==> src/rtl/note_sequencer_pkg.sv <==
// Shared definitions for the note sequencer: FSM states, entry layout, byte lanes.
package note_sequencer_pkg;

  localparam int unsigned ENTRY_W = 32;

  // Byte k of an entry lands in lane 3-k: byte 0 is the most significant.
  localparam int unsigned BYTE_FREQ_HI = 0;
  localparam int unsigned BYTE_FREQ_LO = 1;
  localparam int unsigned BYTE_CTRL    = 2;
  localparam int unsigned BYTE_DUR     = 3;

  typedef enum logic [2:0] {
    ST_IDLE  = 3'd0,
    ST_FETCH = 3'd1,
    ST_LOAD  = 3'd2,
    ST_NOTE  = 3'd3,
    ST_GAP   = 3'd4
  } state_t;

  // END flag sits at bit 7 of byte 2.
  typedef struct packed {
    logic [15:0] freq;
    logic        end_flag;
    logic [2:0]  rsvd;
    logic [3:0]  wave;
    logic [7:0]  dur;
  } entry_t;

  // One-hot byte enable for download byte k of an entry.
  function automatic logic [3:0] byte_lane(input logic [1:0] k);
    return 4'b1000 >> k;
  endfunction

endpackage

==> src/rtl/note_sequencer_seq_ram.sv <==
// Sequence storage: DEPTH x 32-bit entries, byte-write port, registered read port.
module seq_ram
  import note_sequencer_pkg::*;
#(
  parameter int unsigned DEPTH  = 64,
  parameter int unsigned ADDR_W = $clog2(DEPTH)
) (
  input  logic               CLK,
  input  logic               i_we,
  input  logic [3:0]         i_be,
  input  logic [ADDR_W-1:0]  i_waddr,
  input  logic [ENTRY_W-1:0] i_wdata,
  input  logic [ADDR_W-1:0]  i_raddr,
  output logic [ENTRY_W-1:0] o_rdata
);

  logic [ENTRY_W-1:0] r_mem [DEPTH];
  logic [ENTRY_W-1:0] r_rdata;

  // Byte-enabled write and one-cycle-latency read; contents survive reset.
  always_ff @(posedge CLK) begin
    if (i_we) begin
      for (int unsigned b = 0; b < 4; b++) begin
        if (i_be[b]) r_mem[i_waddr][8*b +: 8] <= i_wdata[8*b +: 8];
      end
    end
    r_rdata <= r_mem[i_raddr];
  end

  assign o_rdata = r_rdata;

endmodule

==> src/rtl/note_sequencer.sv <==
// Timed playback of a downloaded note sequence into one synth voice.
module note_sequencer
  import note_sequencer_pkg::*;
#(
  parameter  int unsigned DEPTH       = 64,
  parameter  int unsigned IOCTL_INDEX = 3,
  parameter  int unsigned TICK_DIV    = 240000,
  parameter  int unsigned GAP_TICKS   = 1,
  localparam int unsigned ADDR_W      = $clog2(DEPTH)
) (
  input  logic              CLK,
  input  logic              rst,
  input  logic              ioctl_wr,
  input  logic [7:0]        ioctl_index,
  input  logic [24:0]       ioctl_addr,
  input  logic [7:0]        ioctl_dout,
  input  logic              start,
  input  logic              stop,
  input  logic              loop_en,
  output logic [15:0]       tone_freq,
  output logic [3:0]        waveform_enable,
  output logic              gate,
  output logic              busy,
  output logic [ADDR_W-1:0] step
);

  localparam int unsigned      CNT_W      = $clog2(TICK_DIV);
  localparam logic [CNT_W-1:0] CNT_LAST   = CNT_W'(TICK_DIV - 1);
  localparam logic [24:0]      ADDR_LIMIT = 25'(4 * DEPTH);
  localparam logic [7:0]       GAP_LOAD   = 8'(GAP_TICKS);

  state_t             r_state;
  logic [ADDR_W-1:0]  r_step;
  logic [15:0]        r_tone;
  logic [3:0]         r_wave;
  logic               r_gate;
  logic [CNT_W-1:0]   r_cnt;
  logic [7:0]         r_remain;
  logic               r_end;

  logic               w_wr_acc;
  logic               w_abort;
  logic               w_tick;
  logic               w_end_sel;
  state_t             w_adv_state;
  logic [ADDR_W-1:0]  w_adv_step;
  logic [ENTRY_W-1:0] w_rdata;
  entry_t             w_entry;
  logic [2:0]         w_unused_rsvd;

  assign w_wr_acc = ioctl_wr && (ioctl_index == 8'(IOCTL_INDEX)) && (ioctl_addr < ADDR_LIMIT);
  // Rewriting the sequence under playback would play a half-updated entry, so it aborts like stop.
  assign w_abort  = stop || (w_wr_acc && (r_state != ST_IDLE));
  assign w_tick   = (r_cnt == CNT_LAST);

  seq_ram #(
    .DEPTH  (DEPTH),
    .ADDR_W (ADDR_W)
  ) u_ram (
    .CLK     (CLK),
    .i_we    (w_wr_acc),
    .i_be    (byte_lane(ioctl_addr[1:0])),
    .i_waddr (ioctl_addr[ADDR_W+1:2]),
    .i_wdata ({4{ioctl_dout}}),
    .i_raddr (r_step),
    .o_rdata (w_rdata)
  );

  assign w_entry       = entry_t'(w_rdata);
  assign w_unused_rsvd = w_entry.rsvd;

  // Where to go once an entry is finished (or skipped): END flag comes live from RAM in LOAD.
  always_comb begin
    w_end_sel   = (r_state == ST_LOAD) ? w_entry.end_flag : r_end;
    w_adv_state = ST_FETCH;
    w_adv_step  = r_step + ADDR_W'(1);
    if (w_end_sel) begin
      if (loop_en) begin
        w_adv_step = '0;
      end else begin
        w_adv_state = ST_IDLE;
        w_adv_step  = r_step;
      end
    end
  end

  // Playback FSM with tempo tick counter; abort has priority over every state action.
  always_ff @(posedge CLK) begin
    if (rst) begin
      r_state  <= ST_IDLE;
      r_step   <= '0;
      r_tone   <= '0;
      r_wave   <= '0;
      r_gate   <= 1'b0;
      r_cnt    <= '0;
      r_remain <= '0;
      r_end    <= 1'b0;
    end else if (w_abort) begin
      r_state <= ST_IDLE;
      r_gate  <= 1'b0;
      r_cnt   <= '0;
    end else begin
      case (r_state)
        ST_IDLE: begin
          if (start) begin
            r_state <= ST_FETCH;
            r_step  <= '0;
          end
        end
        ST_FETCH: r_state <= ST_LOAD;
        ST_LOAD: begin
          if (w_entry.dur == 8'd0) begin
            r_state <= w_adv_state;
            r_step  <= w_adv_step;
          end else begin
            r_tone   <= w_entry.freq;
            r_wave   <= w_entry.wave;
            r_gate   <= (w_entry.freq != 16'd0);
            r_cnt    <= '0;
            r_remain <= w_entry.dur;
            r_end    <= w_entry.end_flag;
            r_state  <= ST_NOTE;
          end
        end
        ST_NOTE: begin
          r_cnt <= w_tick ? '0 : r_cnt + CNT_W'(1);
          if (w_tick) begin
            if (r_remain == 8'd1) begin
              r_gate <= 1'b0;
              if (GAP_TICKS != 0) begin
                r_state  <= ST_GAP;
                r_remain <= GAP_LOAD;
              end else begin
                r_state <= w_adv_state;
                r_step  <= w_adv_step;
              end
            end else begin
              r_remain <= r_remain - 8'd1;
            end
          end
        end
        ST_GAP: begin
          r_cnt <= w_tick ? '0 : r_cnt + CNT_W'(1);
          if (w_tick) begin
            if (r_remain == 8'd1) begin
              r_state <= w_adv_state;
              r_step  <= w_adv_step;
            end else begin
              r_remain <= r_remain - 8'd1;
            end
          end
        end
        default: r_state <= ST_IDLE;
      endcase
    end
  end

  assign tone_freq       = r_tone;
  assign waveform_enable = r_wave;
  assign gate            = r_gate;
  assign busy            = (r_state != ST_IDLE);
  assign step            = r_step;

endmodule

==> config.mk <==
export PLATFORM = sky130hd
export DESIGN_NAME = note_sequencer
export DESIGN_NICKNAME = d
export VERILOG_FILES = /design/src/rtl/note_sequencer_pkg.sv /design/src/rtl/note_sequencer_seq_ram.sv /design/src/rtl/note_sequencer.sv
export SDC_FILE = /design/constraint.sdc
export NUM_CORES = 2
export LEC_CHECK = 0
export ABC_AREA = 1
export CAP_MARGIN = 0
export CORE_ASPECT_RATIO = 1.75
export CORE_UTILIZATION = 40
export CTS_BUF_LIST = sky130_fd_sc_hd__clkbuf_2 sky130_fd_sc_hd__clkbuf_4 sky130_fd_sc_hd__clkbuf_8
export CTS_CLUSTER_DIAMETER = 120
export CTS_CLUSTER_SIZE = 20
export DETAILED_ROUTE_END_ITERATION = 10
export SKIP_LAST_GASP = 1
export SLEW_MARGIN = 20
export SYNTH_ARGS = -nofsm -noshare
export SYNTH_HDL_FRONTEND = slang
export SYNTH_SLANG_ARGS = --single-unit
==> constraint.sdc <==
create_clock -name CLK -period 2.1 [get_ports CLK]
set_clock_uncertainty 0.2 [all_clocks]
set_input_delay 0.315 -clock CLK [delete_from_list [all_inputs] [get_ports CLK]]
set_output_delay 0.315 -clock CLK [all_outputs]
set_load 0.01 [all_outputs]
== After elaboration in Yosys (flattened, before gate mapping) ==
Memory sizes are Yosys's and may differ from the RTL's. A register that Yosys moved wholly into a read port is not among the register bits.
Index checks and enable logic that the tools add are counted.
Cells by class
  add/sub/neg operators: 3
  order comparisons: 1
  equal/unequal tests: 15
  shifts and indexed selects: 1
  mux-type cells: 42
  bitwise operators: 2
  reduce and logical (&&, ||, !) cells: 20
Operator list (count)
  8-bit two-way mux: 5
  18-bit two-way mux: 2
  6-bit two-way mux: 6
  18-bit one-hot mux with 2 select lines: 1
  25-bit by 9-bit less-than comparator with 1-bit output (second input constant): 1
  8-bit one-hot mux with 3 select lines: 1
  18-bit by 1-bit adder with 18-bit output (second input constant): 1
  18-bit equality test (second input constant): 1
  1-bit two-way mux: 18
  6-bit one-hot mux with 3 select lines: 1
  16-bit nonzero test: 1
  3-bit two-way mux: 5
  3-bit one-hot mux with 5 select lines: 1
  2-bit inequality test (second input constant): 7
  6-bit AND reduction: 2
  3-bit nonzero test: 3
  8-bit by 1-bit equality test with 1-bit output (second input constant): 1
  8-bit by 2-bit equality test with 1-bit output (second input constant): 1
  8-bit logical NOT: 1
  8-bit by 1-bit subtractor with 8-bit output (second input constant): 1
  6-bit by 1-bit adder with 6-bit output (second input constant): 1
  3-bit by 2-bit equality test with 1-bit output (second input constant): 2
  5-bit AND reduction: 1
  4-bit AND reduction: 1
  other kinds (14): 19
Word-level totals
  flip-flop bits (word level): 57
  bits in writable memories: 2048
  bits of input ports: 47
  output and inout bits: 28
  word-level logic and storage cells: 93
  memories kept: 1
Memories
  u_ram.r_mem: words 64, width 32, read ports 1, clocked after memory_dff 1, write ports 1, RTL line note_sequencer_seq_ram.sv:17  | logic [ENTRY_W-1:0] r_mem [DEPTH];

== Logic depth before layout (Yosys ltp) ==
  word-level depth: 7
  depth in mapped cells: 13
  gate-level depth less buffers: 12

== Cells and area by module ==
From an unflattened synthesis, not the netlist that was laid out.
Unflattened totals
  cell total of the unflattened synthesis: 7542
  area total of the unflattened synthesis: 87109.8 um^2
By module, submodules not included
  seq_ram: times used 1, cells an instance 7053, area each 83801.6 um^2, sequential area each 62139.6 um^2
  note_sequencer: times used 1, cells an instance 489, area each 3308.2 um^2, sequential area each 1141.1 um^2

== Least setup slack after synthesis ==
No wires, ideal clock.
  kind: input to register
  from: in ioctl_addr[19]
  to: mem u_ram.r_mem[10][16], enable pin
  setup time: 0.370 ns
  arrival time: 1.655 ns
  data required time: 1.530 ns
  path slack: -0.125 ns
  stages: 7
  buffers on the path: 1
  path through: nor4_1 and3b_1 nand2_1 inv_1 nand3_1 clkbuf_1 nor2_1
Between the ends
  longest elaborated chain between the ends: 4
Ends and longest elaborated chain
  from (decl): RTL line note_sequencer.sv:15  | input logic [24:0] ioctl_addr,
  25-bit by 9-bit less-than comparator with 1-bit output: RTL line note_sequencer.sv:51  | assign w_wr_acc = ioctl_wr && (ioctl_index == 8'(IOCTL_INDEX)) && (ioctl_addr < ADDR_LIMIT);
  1-bit logical AND: RTL line note_sequencer.sv:51
  1-bit two-way mux: RTL line note_sequencer_seq_ram.sv:22  | if (i_we) begin
  1-bit two-way mux (implied by the code): RTL line note_sequencer_seq_ram.sv:24  | if (i_be[b]) r_mem[i_waddr][8*b +: 8] <= i_wdata[8*b +: 8];
  to (decl): RTL line note_sequencer_seq_ram.sv:17
Every way passes these cells.

==> metrics.csv <==
metric,value,unit
dominant cells by area after synthesis,"edfxtp_1 (71%), nand2_1 (6.8%), nand3_1 (5.8%)",
Post-Syn Area,0.0788,mm^2
Num CTS Buffers,107,
YS warnings,0,
FP Rows,215,
maximum vdd drop,0.525,mV
final instance area,0.0934,mm^2
Max clock buf depth,3,
vias in the first global route,55300,
Detailed Route WL,260000,um
Post-synth EDFFs,1856,
Post-Syn Instances,6611,
Async SR Flop Fraction,0,
CP Buf/Inv Count,5,
startpoint class of the critical path,flip-flop,
RSZ-0062 raised after global routing,true,
"Net Count, Synth",6662,
"commonest non-fill, non-tap cell in the layout",edfxtp_1,
"Hold Vio Cnt, Final",0,
number of H-tree levels,3,
DR WL/cell,26.2,um
"Arr. time, crit path",3060,ps
Yosys reg bits,1942,
most frequent cells in the layout,"edfxtp_1 (1,856), nand2_1 (1,403), nor2_1 (912)",
M2 GR Usage,0.454,
final setup margin,-353,ps
grt ovf,0,
"Avg Cell Area, Syn",11.9,um^2
die area,0.199,mm^2
fraction of layout cells with a size suffix above 1,0.167,
CTS tree,yes,
placed inst area,0.0893,mm^2
Core ar.,0.196,mm^2
failing checks,setup timing,
largest net degree at the start of global routing,76,
HP Class,in -> reg,
Crit-path slowest cell,dfxtp_4,
share of the synthesized area in the top cell type,0.707,
Root Buffer,clkbuf_8,
CP endpoint kind,flip-flop,
CP Class,reg -> reg,
Port Buffers,74,
fin. max-slew vios,0,
Final nets,7308,
power per cell area,770,mW/mm^2
Post-DRT Antenna Nets,0,
Tot GR Track Use,0.257,
met3 Use GR,0.0285,
Worst Path Required,2710,ps
Initial DRT Pass Iterations,8,
max_cap viols,0,
grt met1 use,0.291,
register area share after synthesis,0.729,
final setup violation count,48,
I/O Pins,75,
Tmin final,2450,ps
"Cell Chain, Critical Path",buf_12 -> clkinv_16 -> buf_16 -> bufbuf_16 -> nand3_1 -> nand3_1 -> a21oi_1 -> o211ai_1 -> buf_4 -> nand3_1,
most frequent CP cell,nand3_1,
"Top FF cell, synth",edfxtp_1,
first-pass GRT wire length,369000,um
GR peak layer,met2,
Remaining DRCs,0,
clock sink count,1942,
fill cell count,17500,
slew margin rel.,0.537,
die height,589,um
Initial DRC Count,5798,
Area growth syn-to-layout,18.6,%
Tightest Pin Transition,693,ps
achievable clock frequency,0.408,GHz
via count,55400,
Synth area leader,edfxtp_1,
dpl hpwl,175000,um
Leak,32.5,nW
clock transition at the registers of the reported paths,140,ps
"Distinct cells, synth",41,
status,"complete, but fails checks",
initial core utilization,0.402,
Via density,5.59,
Place WS,-769,ps
crit path max fanout,13,
initial antenna violation count,5,
Placer Congestion,0.959,
max incr delay on CP,380,ps
clock latency at the later pin of the worst-skew pair,890,ps
period utilisation layout,1.17,
"delay-heaviest family, CP",buffers and inverters,
die width,338,um
[sequential cells by signal, summed over array words and instances (netlist names)]
register and count:
r_cnt 18, tone_freq 16, step 6, waveform_enable 4
r_end 1, gate 1, u_ram.o_rdata 29, r_state 3
r_remain 8, u_ram.r_mem 1856
[worst register-to-register path, stage by stage (launching register included)]
cell and delay [ps]:
dfxtp_4 380, buf_12 180, clkinv_16 120, buf_16 180, bufbuf_16 310, nand3_1 120
nand3_1 140, a21oi_1 330, o211ai_1 150, buf_4 210, nand3_1 70
[final timing paths]
| path | from | slack, ps | to | cells after the start |
|---|---|---|---|---|
| setup / recovery | step[1]$_SDFFE_PP0P_ | -350 | u_ram.o_rdata[16]$_DFF_P_ | 10 |
| hold / removal | stop | 110 | step[4]$_SDFFE_PP0P_ | 6 |
| setup reg to reg | step[1]$_SDFFE_PP0P_ | -350 | u_ram.o_rdata[16]$_DFF_P_ | 10 |
| hold reg to reg | tone_freq[1]$_SDFFE_PP0P_ | 270 | tone_freq[1]$_SDFFE_PP0P_ | 2 |
[per-stage QoR]
| stage | hold WS [ps] | total power [mW] | std cells | setup TNS (ps) | util |
|---|---|---|---|---|---|
| after CTS | 66.4 | 71.9 | 9906 | -8320 | 0.475 |
| after detailed placement | 256 | 54.3 | 9669 | -1243230 | 0.456 |
| final | 113 | 71.9 | 9918 | -8010 | 0.477 |
| after global placement | 257 | 54.2 | 9669 | -1384590 | 0.456 |
| after floorplan | 214 | 48.9 | 6611 | -178160 | - |
| after global routing | 118 | 74.0 | 9915 | -17660 | 0.477 |
[cell type report]
class | count | area [um^2] | area share
repair inverters | 1 | 20.0 | 0.000214
multi-input cells | 4174 | 19400 | 0.208
repair buffers | 974 | 11000 | 0.118
flip-flops and latches | 1942 | 57500 | 0.615
well taps | 2604 | 3260 | 0.0349
inverters | 57 | 269 | 0.00288
diodes | 4 | 10.0 | 0.000107
clock inverters | 4 | 50.0 | 0.000536
clock buffers | 158 | 1880 | 0.0201
[Yosys cell counts (2+ instances only)]
| cell type | count |
|---|---|
| nand4_1 | 16 |
| buf_2 | 122 |
| nor2_2 | 3 |
| inv_2 | 5 |
| buf_4 | 52 |
| a31oi_1 | 2 |
| buf_1 | 41 |
| o211ai_1 | 144 |
| nor3_1 | 27 |
| a21oi_1 | 79 |
| nor4_1 | 9 |
| o21ai_0 | 345 |
| clkbuf_1 | 198 |
| dfxtp_1 | 86 |
| o21ai_1 | 131 |
| edfxtp_1 | 1856 |
| nor2_4 | 3 |
| buf_6 | 25 |
| nor3b_1 | 3 |
| or2_2 | 2 |
| ha_1 | 4 |
| xor2_1 | 7 |
| nor2_1 | 915 |
| nand3_2 | 3 |
| nand2_2 | 2 |
| nand3_1 | 914 |
| o221ai_1 | 116 |
| inv_1 | 50 |
| nand3b_1 | 2 |
| nand2_1 | 1432 |
| a22oi_1 | 7 |
[what timing repair did]
item,CTS,global route
hold buffers,8,0
setup endpoints to repair,68,249
pin swaps,32,29
cloned,26,6
setup buffers,43,7
gates resized for setup,223,79
hold endpoints to repair,1779,0
[power breakdown]
group	switching [mW]	leakage [nW]	internal, mW
logic	7.80	14.0	4.49
registers	0.175	17.4	42.5
clock network	11.3	1.04	5.74
total	19.2	32.5	52.7
[cells by family after synthesis]
family | after synthesis | share of synthesized area
AOI/OAI and AO/OA | 826 | 0.0629
DFF | 1942 | 0.729
buffers and inverters | 496 | 0.0305
and+or+nand+nor | 3335 | 0.176
xor gates and xnor gates | 8 | 0.000889
adders and majority gates | 4 | 0.000635
[per-layer routing]
| layer | up-vias | part of all wire |
|---|---|---|
| li1 | 24900 | - |
| met2 | 2618 | 0.51 |
| met5 | - | 0.000092 |
| met1 | 27200 | 0.35 |
| met4 | 4 | 0.076 |
| met3 | 701 | 0.063 |
(Power assumes the default switching activity.)
